`config.mk`:
```
export PLATFORM = sky130hd
export DESIGN_NAME = multicycle_control_fsm
export DESIGN_NICKNAME = d
export VERILOG_FILES = /design/src/rtl/mcpu_pkg.sv /design/src/rtl/mcpu_perf_counter.sv /design/src/rtl/multicycle_control_fsm.sv
export SDC_FILE = /design/constraint.sdc
export NUM_CORES = 1
export LEC_CHECK = 0
export CORE_AREA = 4 4 58 60
export CTS_CLUSTER_SIZE = 20
export DETAILED_ROUTE_END_ITERATION = 16
export DIE_AREA = 0 0 62 64
export GPL_TIMING_DRIVEN = 0
export PLACE_DENSITY_LB_ADDON = 0.3
export SLEW_MARGIN = 20
export SYNTH_ARGS = -nofsm -noshare
export SYNTH_HDL_FRONTEND = slang
export SYNTH_SLANG_ARGS = --single-unit
```
`constraint.sdc`:
```
create_clock -name clk -period 1.7 [get_ports clk]
set_input_delay 0.34 -clock clk [delete_from_list [all_inputs] [get_ports clk]]
set_output_delay 0.34 -clock clk [all_outputs]
set_load 0.05 [all_outputs]
```
`src/rtl/mcpu_pkg.sv`:
```
// Shared definitions for the multi-cycle MIPS control unit: state and opcode
// encodings, datapath select encodings and the per-state control decode.
package mcpu_pkg;

  typedef enum logic [3:0] {
    ST_IDLE      = 4'd0,
    ST_FETCH     = 4'd1,
    ST_DECODE    = 4'd2,
    ST_MEM_ADDR  = 4'd3,
    ST_MEM_READ  = 4'd4,
    ST_MEM_WB    = 4'd5,
    ST_MEM_WRITE = 4'd6,
    ST_EXECUTE   = 4'd7,
    ST_ALU_WB    = 4'd8,
    ST_BRANCH    = 4'd9,
    ST_JUMP      = 4'd10,
    ST_ADDI_EXEC = 4'd11,
    ST_ADDI_WB   = 4'd12
  } state_t;

  localparam logic [5:0] OPC_RTYPE = 6'h00;
  localparam logic [5:0] OPC_LW    = 6'h23;
  localparam logic [5:0] OPC_SW    = 6'h2B;
  localparam logic [5:0] OPC_BEQ   = 6'h04;
  localparam logic [5:0] OPC_J     = 6'h02;
  localparam logic [5:0] OPC_ADDI  = 6'h08;

  localparam logic [1:0] SRCB_B        = 2'b00;
  localparam logic [1:0] SRCB_FOUR     = 2'b01;
  localparam logic [1:0] SRCB_IMM      = 2'b10;
  localparam logic [1:0] SRCB_IMM_SHL2 = 2'b11;

  localparam logic [1:0] ALUOP_ADD   = 2'b00;
  localparam logic [1:0] ALUOP_SUB   = 2'b01;
  localparam logic [1:0] ALUOP_FUNCT = 2'b10;

  localparam logic [1:0] PCSRC_ALU    = 2'b00;
  localparam logic [1:0] PCSRC_ALUOUT = 2'b01;
  localparam logic [1:0] PCSRC_JUMP   = 2'b10;

  // fetch marks the state whose pc_write/ir_write are qualified by mem_ready
  typedef struct packed {
    logic       fetch;
    logic       pc_write;
    logic       pc_write_cond;
    logic       i_or_d;
    logic       mem_read;
    logic       mem_write;
    logic       mem_to_reg;
    logic       reg_dst;
    logic       reg_write;
    logic       alu_src_a;
    logic [1:0] alu_src_b;
    logic [1:0] alu_op;
    logic [1:0] pc_source;
  } ctrl_t;

  function automatic ctrl_t decode_state(input state_t st);
    ctrl_t c;
    c = '0;
    case (st)
      ST_FETCH: begin
        c.fetch     = 1'b1;
        c.mem_read  = 1'b1;
        c.alu_src_b = SRCB_FOUR;
        c.alu_op    = ALUOP_ADD;
        c.pc_source = PCSRC_ALU;
      end
      ST_DECODE: begin
        c.alu_src_b = SRCB_IMM_SHL2;
        c.alu_op    = ALUOP_ADD;
      end
      ST_MEM_ADDR, ST_ADDI_EXEC: begin
        c.alu_src_a = 1'b1;
        c.alu_src_b = SRCB_IMM;
        c.alu_op    = ALUOP_ADD;
      end
      ST_MEM_READ: begin
        c.mem_read = 1'b1;
        c.i_or_d   = 1'b1;
      end
      ST_MEM_WB: begin
        c.reg_write  = 1'b1;
        c.mem_to_reg = 1'b1;
      end
      ST_MEM_WRITE: begin
        c.mem_write = 1'b1;
        c.i_or_d    = 1'b1;
      end
      ST_EXECUTE: begin
        c.alu_src_a = 1'b1;
        c.alu_src_b = SRCB_B;
        c.alu_op    = ALUOP_FUNCT;
      end
      ST_ALU_WB: begin
        c.reg_write = 1'b1;
        c.reg_dst   = 1'b1;
      end
      ST_BRANCH: begin
        c.alu_src_a     = 1'b1;
        c.alu_src_b     = SRCB_B;
        c.alu_op        = ALUOP_SUB;
        c.pc_write_cond = 1'b1;
        c.pc_source     = PCSRC_ALUOUT;
      end
      ST_JUMP: begin
        c.pc_write  = 1'b1;
        c.pc_source = PCSRC_JUMP;
      end
      ST_ADDI_WB: begin
        c.reg_write = 1'b1;
      end
      default: c = '0;
    endcase
    return c;
  endfunction

endpackage

```
`src/rtl/mcpu_perf_counter.sv`:
```
// Cycle and retired-instruction counters for the multi-cycle MIPS control unit.
// Only instantiated when MCPU_PERF_COUNTERS_EN is defined.
module mcpu_perf_counter (
  input  logic        clk,
  input  logic        reset,
  input  logic        fetch_done,
  output logic [31:0] cycle_count,
  output logic [31:0] instr_count
);

  // Free-running counters; natural 32-bit overflow provides the wrap to zero
  always_ff @(posedge clk) begin
    if (reset) begin
      cycle_count <= 32'd0;
      instr_count <= 32'd0;
    end else begin
      cycle_count <= cycle_count + 32'd1;
      if (fetch_done) begin
        instr_count <= instr_count + 32'd1;
      end else begin
        instr_count <= instr_count;
      end
    end
  end

endmodule

```
`src/rtl/multicycle_control_fsm.sv`:
```
// Main control FSM for the multi-cycle MIPS CPU.
// Optional perf counters are enabled with the MCPU_PERF_COUNTERS_EN macro.
module multicycle_control_fsm
  import mcpu_pkg::*;
(
  input  logic        clk,
  input  logic        reset,
  input  logic [5:0]  opcode,
  input  logic        mem_ready,
  output logic        pc_write,
  output logic        pc_write_cond,
  output logic        i_or_d,
  output logic        mem_read,
  output logic        mem_write,
  output logic        ir_write,
  output logic        mem_to_reg,
  output logic        reg_dst,
  output logic        reg_write,
  output logic        alu_src_a,
  output logic [1:0]  alu_src_b,
  output logic [1:0]  alu_op,
  output logic [1:0]  pc_source,
  output logic        illegal_op,
`ifdef MCPU_PERF_COUNTERS_EN
  output logic [31:0] cycle_count,
  output logic [31:0] instr_count,
`endif
  output logic [3:0]  state
);

  state_t state_r;
  state_t next_s;
  ctrl_t  ctrl_r;
  logic   legal_s;

  // Opcodes the datapath can execute
  always_comb begin
    case (opcode)
      OPC_RTYPE, OPC_LW, OPC_SW, OPC_BEQ, OPC_J, OPC_ADDI: legal_s = 1'b1;
      default:                                             legal_s = 1'b0;
    endcase
  end

  // Next-state selection
  always_comb begin
    next_s = ST_FETCH;
    case (state_r)
      ST_IDLE:  next_s = ST_FETCH;
      ST_FETCH: next_s = mem_ready ? ST_DECODE : ST_FETCH;
      ST_DECODE: begin
        case (opcode)
          OPC_LW, OPC_SW: next_s = ST_MEM_ADDR;
          OPC_RTYPE:      next_s = ST_EXECUTE;
          OPC_BEQ:        next_s = ST_BRANCH;
          OPC_J:          next_s = ST_JUMP;
          OPC_ADDI:       next_s = ST_ADDI_EXEC;
          default:        next_s = ST_FETCH;
        endcase
      end
      ST_MEM_ADDR: begin
        case (opcode)
          OPC_LW:  next_s = ST_MEM_READ;
          OPC_SW:  next_s = ST_MEM_WRITE;
          default: next_s = ST_FETCH;
        endcase
      end
      ST_MEM_READ:  next_s = mem_ready ? ST_MEM_WB : ST_MEM_READ;
      ST_MEM_WB:    next_s = ST_FETCH;
      ST_MEM_WRITE: next_s = mem_ready ? ST_FETCH : ST_MEM_WRITE;
      ST_EXECUTE:   next_s = ST_ALU_WB;
      ST_ALU_WB:    next_s = ST_FETCH;
      ST_BRANCH:    next_s = ST_FETCH;
      ST_JUMP:      next_s = ST_FETCH;
      ST_ADDI_EXEC: next_s = ST_ADDI_WB;
      ST_ADDI_WB:   next_s = ST_FETCH;
      default:      next_s = ST_FETCH;
    endcase
  end

  // State register; control word is decoded from next state so it lines up with state_r
  always_ff @(posedge clk) begin
    if (reset) begin
      state_r <= ST_IDLE;
      ctrl_r  <= '0;
    end else begin
      state_r <= next_s;
      ctrl_r  <= decode_state(next_s);
    end
  end

  // FETCH pc/ir loads complete with the memory; illegal_op is the DECODE-cycle opcode check
  assign pc_write      = ctrl_r.pc_write | (ctrl_r.fetch & mem_ready);
  assign ir_write      = ctrl_r.fetch & mem_ready;
  assign illegal_op    = (state_r == ST_DECODE) & ~legal_s;
  assign pc_write_cond = ctrl_r.pc_write_cond;
  assign i_or_d        = ctrl_r.i_or_d;
  assign mem_read      = ctrl_r.mem_read;
  assign mem_write     = ctrl_r.mem_write;
  assign mem_to_reg    = ctrl_r.mem_to_reg;
  assign reg_dst       = ctrl_r.reg_dst;
  assign reg_write     = ctrl_r.reg_write;
  assign alu_src_a     = ctrl_r.alu_src_a;
  assign alu_src_b     = ctrl_r.alu_src_b;
  assign alu_op        = ctrl_r.alu_op;
  assign pc_source     = ctrl_r.pc_source;
  assign state         = state_r;

`ifdef MCPU_PERF_COUNTERS_EN
  mcpu_perf_counter u_perf (
    .clk         (clk),
    .reset       (reset),
    .fetch_done  ((state_r == ST_FETCH) & mem_ready),
    .cycle_count (cycle_count),
    .instr_count (instr_count)
  );
`endif

endmodule

```
Word-level counts from Yosys, hierarchy flattened

Cells that the tools add are included.
W data, S select, Z words.

Register bits: 20
Input port bits: 9
Output and inout port bits: 21
Logic and storage cells: 69

Equal/unequal tests: 24
Multiplexer cells: 19
Bitwise gates (word level): 4
Reduce and logical (&&, ||, !) cells: 8

Operator list:

| cell                 | count |
|---|---|
| $pmux W4 S5          | 2 |
| $eq A4 B3 Y1 const B | 7 |
| $pmux W4 S7          | 1 |
| $eq A4 B4 Y1 const B | 6 |
| $eq A4 B2 Y1 const B | 4 |
| $eq A6 B6 Y1 const B | 2 |
| $mux W1              | 12 |
| $eq A4 B1 Y1 const B | 2 |
| $reduce_or A2 Y1     | 4 |
| $eq A6 B2 Y1 const B | 1 |
| $eq A6 B3 Y1 const B | 1 |
| $eq A6 B4 Y1 const B | 1 |
| $logic_not A6 Y1     | 1 |
| $pmux W3 S2          | 1 |
| $reduce_or A6 Y1     | 1 |
| $pmux W2 S2          | 1 |
| $reduce_or A4 Y1     | 1 |
| $mux W3              | 1 |
| $reduce_or A3 Y1     | 1 |
| $and A1 B1 Y1        | 2 |
| $mux W2              | 1 |
| $not A1 Y1           | 1 |
| $or A1 B1 Y1         | 1 |

Logic depth before layout (Yosys ltp)

Gate-level depths: netlist (run 1).

Word-level depth: 7
Gate-level depth with buffers: 7
Depth with buffers taken out: 5

Least setup slack after synthesis (run 1)

OpenSTA, ideal clock, no wires.

Path kind: register to output
Start: register state_r[1] (netlist: state[1])
End: output port illegal_op
Arrival time: 2.270 ns
Setup slack: -0.910 ns
Cell stages (with the launch flop): 3
Path buffers: 0
Cell sequence: dfxtp_1 nor3b_2 nor3b_1

Cells in the longest elaborated chain, start to end: 2

Ends and longest elaborated chain:

| element                | RTL line                     | RTL |
|---|---|---|
| start, declared        | multicycle_control_fsm.sv:31 | `state_t state_r;` |
| start signal, assigned | multicycle_control_fsm.sv:86 | `state_r <= next_s;` |
| $eq A4 B2 Y1           | multicycle_control_fsm.sv:94 | `assign illegal_op = (state_r == ST_DECODE) & ~legal_s;` |
| $and A1 B1 Y1          | multicycle_control_fsm.sv:94 |  |
| end, declared          | multicycle_control_fsm.sv:23 | `output logic illegal_op,` |

Every way passes these cells.

Final worst setup path (run 1)

Start: register state_r[2] (netlist: state[2])
End: output port illegal_op

Same word-level chain as after synthesis.

==> results of run 1 <==
## repair_timing
item / 4_1_cts / 5_1_grt
setup endpoints to repair: 35 / 15
pin swaps: 3 / 3
hold endpoints to repair: 0 / 0
resized for setup: 51 / 12
setup buffers: 9 / 2
gates cloned: 0 / 0
## tightest hold or removal path: stages
cell and delay, ps:
clkbuf_2 150, nand4b_1 160, a21oi_1 70
## layer usage
layer	routed length [um]	vias to the layer above	part of all wire, %
met5	0	-	0
met4	47	0	1.9
met3	106	6	4.2
met2	1230	32	49
met1	1140	435	45
li1	-	455	-
## cell families (layout without fill, tap and decap cells)
kind of cell	after synthesis	count (layout)	synth area share [%]
multiplexers	2	2	2.84
flip-flops	18	18	38.9
AND/OR/NAND/NOR	52	52	33.4
XOR/XNOR	3	3	2.84
buffers and inverters	13	54	9.59
AO/OA/AOI/OAI	16	16	12.4
## worst max-delay path by stage
stage / slack (ps) / cells past startpoint / end / startpoint
final: -40 / 4 / illegal_op / state[2]
after global routing: -100 / 4 / illegal_op / state[2]
after CTS: -50 / 4 / illegal_op / state[2]
after detailed placement: -930 / 6 / illegal_op / opcode[3]
after global placement: -900 / 6 / illegal_op / opcode[3]
after floorplan: -10 / 6 / reg_write / state[2]
## metrics by stage
stage | area (um2) | total power [W] | util (%) | TNS [ps] | hold slack [ps]
2_1_floorplan | 973 | 0.000594 | - | -20.9 | 416
3_3_place_gp | 1290 | 0.000664 | 44.2 | -9530 | 656
3_5_place_dp | 1290 | 0.000667 | 44.2 | -9950 | 668
4_1_cts | 1410 | 0.000920 | 48.2 | -54.7 | 624
5_1_grt | 1450 | 0.000962 | 49.7 | -348 | 465
6_report | 1450 | 0.000930 | 49.7 | -42.5 | 464
## area by class of cell
| cell class | instances | area [um2] | share of cell area [%] |
|---|---|---|---|
| Multi-Input combinational cell | 73 | 586 | 40.3 |
| Sequential cell | 18 | 373 | 25.6 |
| Buffer | 10 | 80.1 | 5.51 |
| Inverter | 1 | 3.75 | 0.258 |
| Timing Repair Buffer | 39 | 334 | 23.0 |
| Clock buffer | 4 | 36.3 | 2.50 |
| Tap cell | 33 | 41.3 | 2.84 |
## power by group through the flow
| stage | Sequential, W | Combinational (W) | Clock [W] |
|---|---|---|---|
| 2_1_floorplan | 0.000474 | 0.000120 | 0 |
| 3_3_place_gp | 0.000451 | 0.000213 | 0 |
| 3_5_place_dp | 0.000451 | 0.000216 | 0 |
| 4_1_cts | 0.000440 | 0.000211 | 0.000270 |
| 5_1_grt | 0.000442 | 0.000238 | 0.000282 |
| 6_report | 0.000440 | 0.000225 | 0.000265 |
## layout by cell type (no fill, tap or decap), types with 2 or more instances in the layout
cell / n
clkbuf_4: 3
nor4_1: 2
nor3_1: 6
dfxtp_1: 14
nor4bb_1: 2
nor3b_4: 2
dfxtp_4: 3
nand4_1: 2
and3_4: 2
a21oi_1: 4
dlygate4sd2_1: 23
buf_6: 4
nor2_1: 10
clkbuf_2: 2
nand2_1: 6
nand2_2: 2
nor3b_2: 2
buf_4: 15
nand3_1: 3
nand4b_1: 2
==> impl_metrics.ini, run 1 <==
[power]
power.leakage_nw = 0.642
swShare_pct = 30.3
power_density_nw_per_um2 = 640
clockPowerShare_pct = 28.5
ir_drop_uv = 398
internal_power_w = 0.000648
p_seq_share_pct = 47.3
p_sw_w = 0.000282
comb_power_share_pct = 24.2

[worst_setup_path]
cp.arrival_ps = 1400
crit_path_start_kind = flip-flop
r2r_start = state[2]
reg2reg_slack_ps = 10
worstSetupEndpointType = primary output
path_max_fanout = 7
crit_path_cell_trace = buf_8 > nor3b_4 > nor3b_4 > buf_6
crit_buf_inv = 2
cp.required_ps = 1360
reg2reg_to = mem_read
cpMostUsedCell = nor3b_4
critPathKind = reg -> out
reg2reg_depth = 9
path_delay_family = simple AND/OR/NAND/NOR gates
cpPeakStageDelay_ps = 370
critical-path-slowest-cell = dfxtp_4

[yosys]
synthCells = 104
synth_edf_count = 0
ys_types = 41
synth.net_count = 113
ys_seq_area_share_pct = 38.9
synth_area_um2 = 926
ys_async_sr_fraction_pct = 0
avgSynthCellArea_um2 = 8.90
yosysMostFrequentCell = dfxtp_1
synth_top_area_share_pct = 38.9
post-synth-top-area-cell = dfxtp_1
ys_top_cells_by_count = dfxtp_1 (18), nor2_1 (10), nand2_1 (8)
yosys_warnings = 0
synth-main-ff-cell = dfxtp_1
ys_ff_latch = 18
synthTopCellsByArea = dfxtp_1 (39%), buf_4 (4.9%), nor2_1 (4.1%), nor3_1 (3.2%), nand2_1 (3.2%)

[global_route]
use_met1_pct = 17.9
antenna_found_initial = 0
grt_max_degree = 11
grt_pass1_vias = 864
use_met3_pct = 1.82
grt.busiest_layer = met2
gr-usage-met2_pct = 19.8
grt_pass1_wl_um = 3970
grt_overflow = 0
grt_usage_pct = 13.0

[clocking]
clock_latency_ps = 290
clk_pin_slew_ps = 100
cts_tree = done
clock-sinks = 18
cts_made_buffers = 3
hold_buffers = 0
ctsHtreeMaxLevel = 1
cts_buffer_depth = 2
cts-root-buf = clkbuf_4

[sta]
period_needed_ps = 1740
timing.slew.headroom_pct = 67.1
fin_crit_sh_pct = 102
fin_ws_ps = -42.5
rsz0062_at_grt = yes
fmax_mhz = 574
finalSetupViolations = 1
final_hold_viol_count = 0
finClkSkew_ps = 4.08
tightest_slew_ps = 496
slew_violations = 0

[placed_design]
placement.io_buffers = 28
place_congestion = 0.882
hpwl_um = 1640
dp_cells = 165
preCtsSetupSlack_ps = -928

[status]
violations = negative setup slack
status = complete, but fails checks

[detailed_routing]
ant_nets = 0
avgViaCountPerCell = 5.21
dr.pass1.iters = 4
vias = 928
drt_wl_total_um = 2520
drt_iter0_drc = 28
drc = 0
wl_per_cell_um = 14.1

[final_layout]
antenna-diode-count = 0
layout-drive-gt1-share_pct = 36.6
stdcell_count = 178
nFillCells = 286
largest_reg_flops = 4
area_growth_pct = 57.0
nNetsFinal = 155

[die]
die_x_um = 62
core_um2 = 2930
pin_count = 30
start_util_pct = 31.6
die_h_um = 64
die-area_um2 = 3970
rows = 20

[worst_hold_path]
hold_end = alu_src_b[1]
holdCritStartpoint = mem_ready
hold_depth = 3
hold_class = in -> reg

[flow_run]
drv_cap = 0
(Power assumes the default switching activity.)
==> run 2: changes to the inputs <==
CORE_AREA = 4 4 51 53   (was 4 4 58 60)
DIE_AREA = 0 0 55 57   (was 0 0 62 64)
clock period = 2 ns   (was 1.7 ns; I/O delays follow)
==> run 2 against run 1 <==
Against the previous run: the run now ends clean; register-to-register slack better by 150 ps; design area is 10% lower; setup slack improved by 110 ps; wire length is 21% lower; first-iteration DRC count increased by 57%; total power decreased by 17%; clock skew rose by 4.6 ps; highest routed layer unchanged.
==> impl_metrics.ini, run 2 (synthesis results as in run 1) <==
[status]
status = finished clean

[flow_run]
drv_cap = 0

[global_route]
grt_overflow = 0
antenna_found_initial = 0
grt_usage_pct = 13.8
grt_pass1_wl_um = 3280
grt_max_degree = 11
grt_pass1_vias = 777

[clocking]
cts_made_buffers = 3
ctsHtreeMaxLevel = 1
cts-root-buf = clkbuf_4
clock_latency_ps = 290
clock-sinks = 18
clk_pin_slew_ps = 110
cts_buffer_depth = 2
cts_tree = done

[worst_setup_path]
critPathKind = reg -> out
path_delay_family = buffers and inverters
cpPeakStageDelay_ps = 830
cp.required_ps = 1600
crit_buf_inv = 1
startpoint = state[1]
path_max_fanout = 9
r2r_start = state[0]
cp.arrival_ps = 1540
worstSetupEndpointType = primary output
crit_path_start_kind = flip-flop
crit_path_cell_trace = clkdlybuf4s50_1
critical-path-slowest-cell = clkdlybuf4s50_1

[die]
die_h_um = 57
start_util_pct = 43.1
pin_count = 30
die_x_um = 55
rows = 17
die-area_um2 = 3140
core_um2 = 2150

[sta]
slew_violations = 0
timing.slew.headroom_pct = 66.8
fin_crit_sh_pct = 96.8
finalSetupViolations = 0
fmax_mhz = 516
final_hold_viol_count = 0
rsz0062_at_grt = no
tightest_slew_ps = 490
period_needed_ps = 1940
finClkSkew_ps = 8.69
whs_ps = 616

[placed_design]
hpwl_um = 1470
placement.io_buffers = 28
place_congestion = 0.822
dp_cells = 160

[detailed_routing]
dr.pass1.iters = 4
wl_per_cell_um = 12.0
drt_iter0_drc = 44
avgViaCountPerCell = 5.25
drt_wl_total_um = 1980
ant_nets = 0
vias = 867
drc = 0

[final_layout]
layout-drive-gt1-share_pct = 22.6
stdcell_count = 165
antenna-diode-count = 0
nNetsFinal = 147
area_growth_pct = 41.2
layout_common_cells = clkdlybuf4s50_1 (19), dfxtp_1 (17), nor2_1 (10)
mostFrequentLayoutCell = clkdlybuf4s50_1
largest_reg_flops = 4

[power]
ir_drop_uv = 391
power.leakage_nw = 0.508
power_density_nw_per_um2 = 592
power_w = 0.000774

[worst_hold_path]
hold_class = in -> reg
holdCritStartpoint = opcode[2]
==> run 2: timing repair <==
item,in CTS,in global routing
pin swaps,0,1
gates resized for setup,24,3
endpoints found under the setup margin,3,3
setup buffers,0,1
hold buffers,0,0
==> run 2: final timing paths <==
check                 endpoint  slack [ps]  cells after the start
setup / recovery      state[1]          60                      1
hold / removal       alu_op[1]         620                      4
setup reg to reg     reg_write         160                      7
hold reg to reg   alu_src_b[0]         670                      2
==> run 2: power breakdown <==
| part | switching [W] | leakage (nW) | total, W | internal (W) |
|---|---|---|---|---|
| registers | 0.00000647 | 0.147 | 0.000377 | 0.000370 |
| logic | 0.000106 | 0.340 | 0.000177 | 0.0000706 |
| clock network | 0.000110 | 0.0210 | 0.000221 | 0.000111 |
==> run 2: layer usage <==
metal  GRT usage [%]  vias to the layer above  share of wire [%]
met5               0                        -                  0
li1                -                      433                  -
met4            5.21                        0                1.6
met1            18.8                      401                 45
met2            21.3                       29                 48
met3            2.35                        4                5.5
==> run 2: final cells by class <==
class	instances	area (um2)
inverters	1	3.75
repair buffers	29	282
fillers	181	841
flip-flops and latches	18	362
plain buffers	12	86.3
clock buffers	4	36.3
multi-input cells	73	503
well taps	28	35.0
==> run 2: stage by stage <==
stage	TNS (ps)	setup slack (ps)	instance area, um2	utilization (%)
2_1_floorplan	-5.71	-5.71	938	-
3_3_place_gp	-4540	-724	1250	58.4
3_5_place_dp	-4890	-747	1250	58.4
4_1_cts	0	7.02	1300	60.3
5_1_grt	0	9.43	1310	60.9
6_report	0	63.7	1310	60.9
==> run 3: changes to the inputs <==
CAP_MARGIN = 20   (was not set)
==> results of run 3 <==
Final layout, timing and power as in run 2 (identical DEF).
==> patch: new RTL, config.mk and constraints of run 3 <==
Reset style: asynchronous (`reset`), changed in one clocked block.
--- a/src/rtl/multicycle_control_fsm.sv
+++ b/src/rtl/multicycle_control_fsm.sv
@@ -79,5 +79,5 @@
 
   // State register; control word is decoded from next state so it lines up with state_r
-  always_ff @(posedge clk) begin
+  always_ff @(posedge clk or posedge reset) begin
     if (reset) begin
       state_r <= ST_IDLE;
Formal check against the unedited RTL: differs if reset is asserted again (counterexample within 4 cycles, from zero or initial values and one cycle with reset high); with reset held inactive, the same outputs for 10 cycles.
==> patch against run 3 <==
- sequential cell count stayed put
- core utilization is 3.3 points higher
- design area is 5.5% higher
- critical path depth is 3 higher
- area after synthesis is 6.4% higher
- critical path type unchanged
- critical endpoint is now illegal_op
- setup slack worse by 0.019 ns
- wire length is 9.0% higher
Power is not compared: it rests on default switching activity, and its combinational part moved more than twofold at a synthesized area within 25%.
==> patch: results (changes against run 3) <==
reg2reg end alu_src_a; global-route usage over all layers 15.3% (+1.6 points); Layout fillers 174 (-3.9%); drt pass-1 iters 4 (unchanged); delay-heaviest family, CP simple AND/OR/NAND/NOR gates; CTS Root Cell clkbuf_4; CP max stage delay 0.43 ns (-0.40 ns); layout cell share with drive strength beyond 1 23.2% (+0.56 points); Synth top cells by count dfrtp_1 (18), nor2_1 (8), a21oi_1 (7), nand2_1 (7), buf_4 (6); critical path's slowest cell dfrtp_1; RR Startpoint state[2]; Synth area leaders dfrtp_1 (46%), buf_4 (4.6%), a21oi_1 (3.6%); drt initial violations 23 (-48%); WP data arrival 1.56 ns (+0.02 ns); Final HPWL DP 1.57 mm (+7.1%); IO buf count 27 (-3.6%); Setup crit end illegal_op; Clock transition at path regs 0.09 ns (-0.02 ns); antenna violations before repair 0 (unchanged); Avg Inst Size Synth 9.29 µm² (+4.3%); post-synth cell types 35 (-15%); actual slew at the worst max-slew pin 0.639 ns (+0.149 ns); status finished clean; vias in the first global route 829 (+6.7%); routed length per instance 13.0 µm (+8.4%); critical path peak fanout 10 (+1); syn nets 115 (+1.8%); Post-synth ARST share 100% (+100 points); sequential area share after synthesis 45.7% (+6.8 points); wire length of the first global-routing pass 3.57 mm (+9.1%); pre-CTS setup slack -0.698 ns (+0.0493 ns); post-route setup slack 0.0444 ns (-0.0193 ns); # nets final 148 (+0.68%); Fin Clk Skew 0.000970 ns (-0.00772 ns); DR vias/cell 5.40 (+2.7%); Routability Congestion 0.877 (+6.7%); top_reg_cell synth dfrtp_1; largest net degree at the start of global routing 19 (+8)
patch: final cells by class:
class	count	area share [%]
multi-input combinational	69	33.6
buffer	12	6.08
sequential	18	32.7
clock buffer	4	2.63
timing repair buffer	28	20.6
tap	28	2.54
inverter	7	1.91
patch: how the worst min path moves through the flow:
| stage | start | endpoint | slack [ns] | cells after the start |
|---|---|---|---|---|
| after global placement | mem_ready | mem_write | 0.63 | 2 |
| after CTS | mem_ready | mem_write | 0.32 | 2 |
| after floorplan | reset | alu_op[0] | 0.34 | 1 |
| after detailed placement | mem_ready | mem_write | 0.64 | 2 |
| final | mem_ready | mem_write | 0.32 | 2 |
| after global routing | mem_ready | mem_write | 0.31 | 2 |
patch: per-layer routing:
| metal | vias up | track usage [%] | part of all wire (%) |
|---|---|---|---|
| met4 | 0 | 7.99 | 1.9 |
| met3 | 8 | 5.48 | 7.3 |
| met5 | - | 0 | 0 |
| li1 | 435 | - | - |
| met2 | 38 | 22.0 | 49 |
| met1 | 415 | 20.0 | 42 |
patch: logic make-up after synthesis:
| kind of cell | synth area share [%] |
|---|---|
| AO/OA/AOI/OAI | 15.0 |
| XOR/XNOR | 2.67 |
| buffers and inverters | 10.9 |
| flip-flops | 45.7 |
| AND/OR/NAND/NOR | 25.7 |
patch: what timing repair did:
| action | in CTS | in global routing |
|---|---|---|
| gates resized for setup | 15 | 9 |
| buffers inserted | 0 | 1 |
| pin swaps | 0 | 2 |
| setup endpoints to repair | 2 | 8 |
| gates cloned | 0 | 0 |
patch: stage by stage:
stage | instance area (µm²) | cells | hold slack, ns
2_1_floorplan | 992 | 106 | 0.339
3_3_place_gp | 1300 | 161 | 0.631
3_5_place_dp | 1300 | 161 | 0.636
4_1_cts | 1350 | 165 | 0.319
5_1_grt | 1380 | 166 | 0.315
6_report | 1380 | 166 | 0.323
patch: where the power goes:
group / switching (W) / internal [W]
logic: 0.000548 / 0.000320
clock network: 0.000108 / 0.000111
registers: 0.0000379 / 0.000433
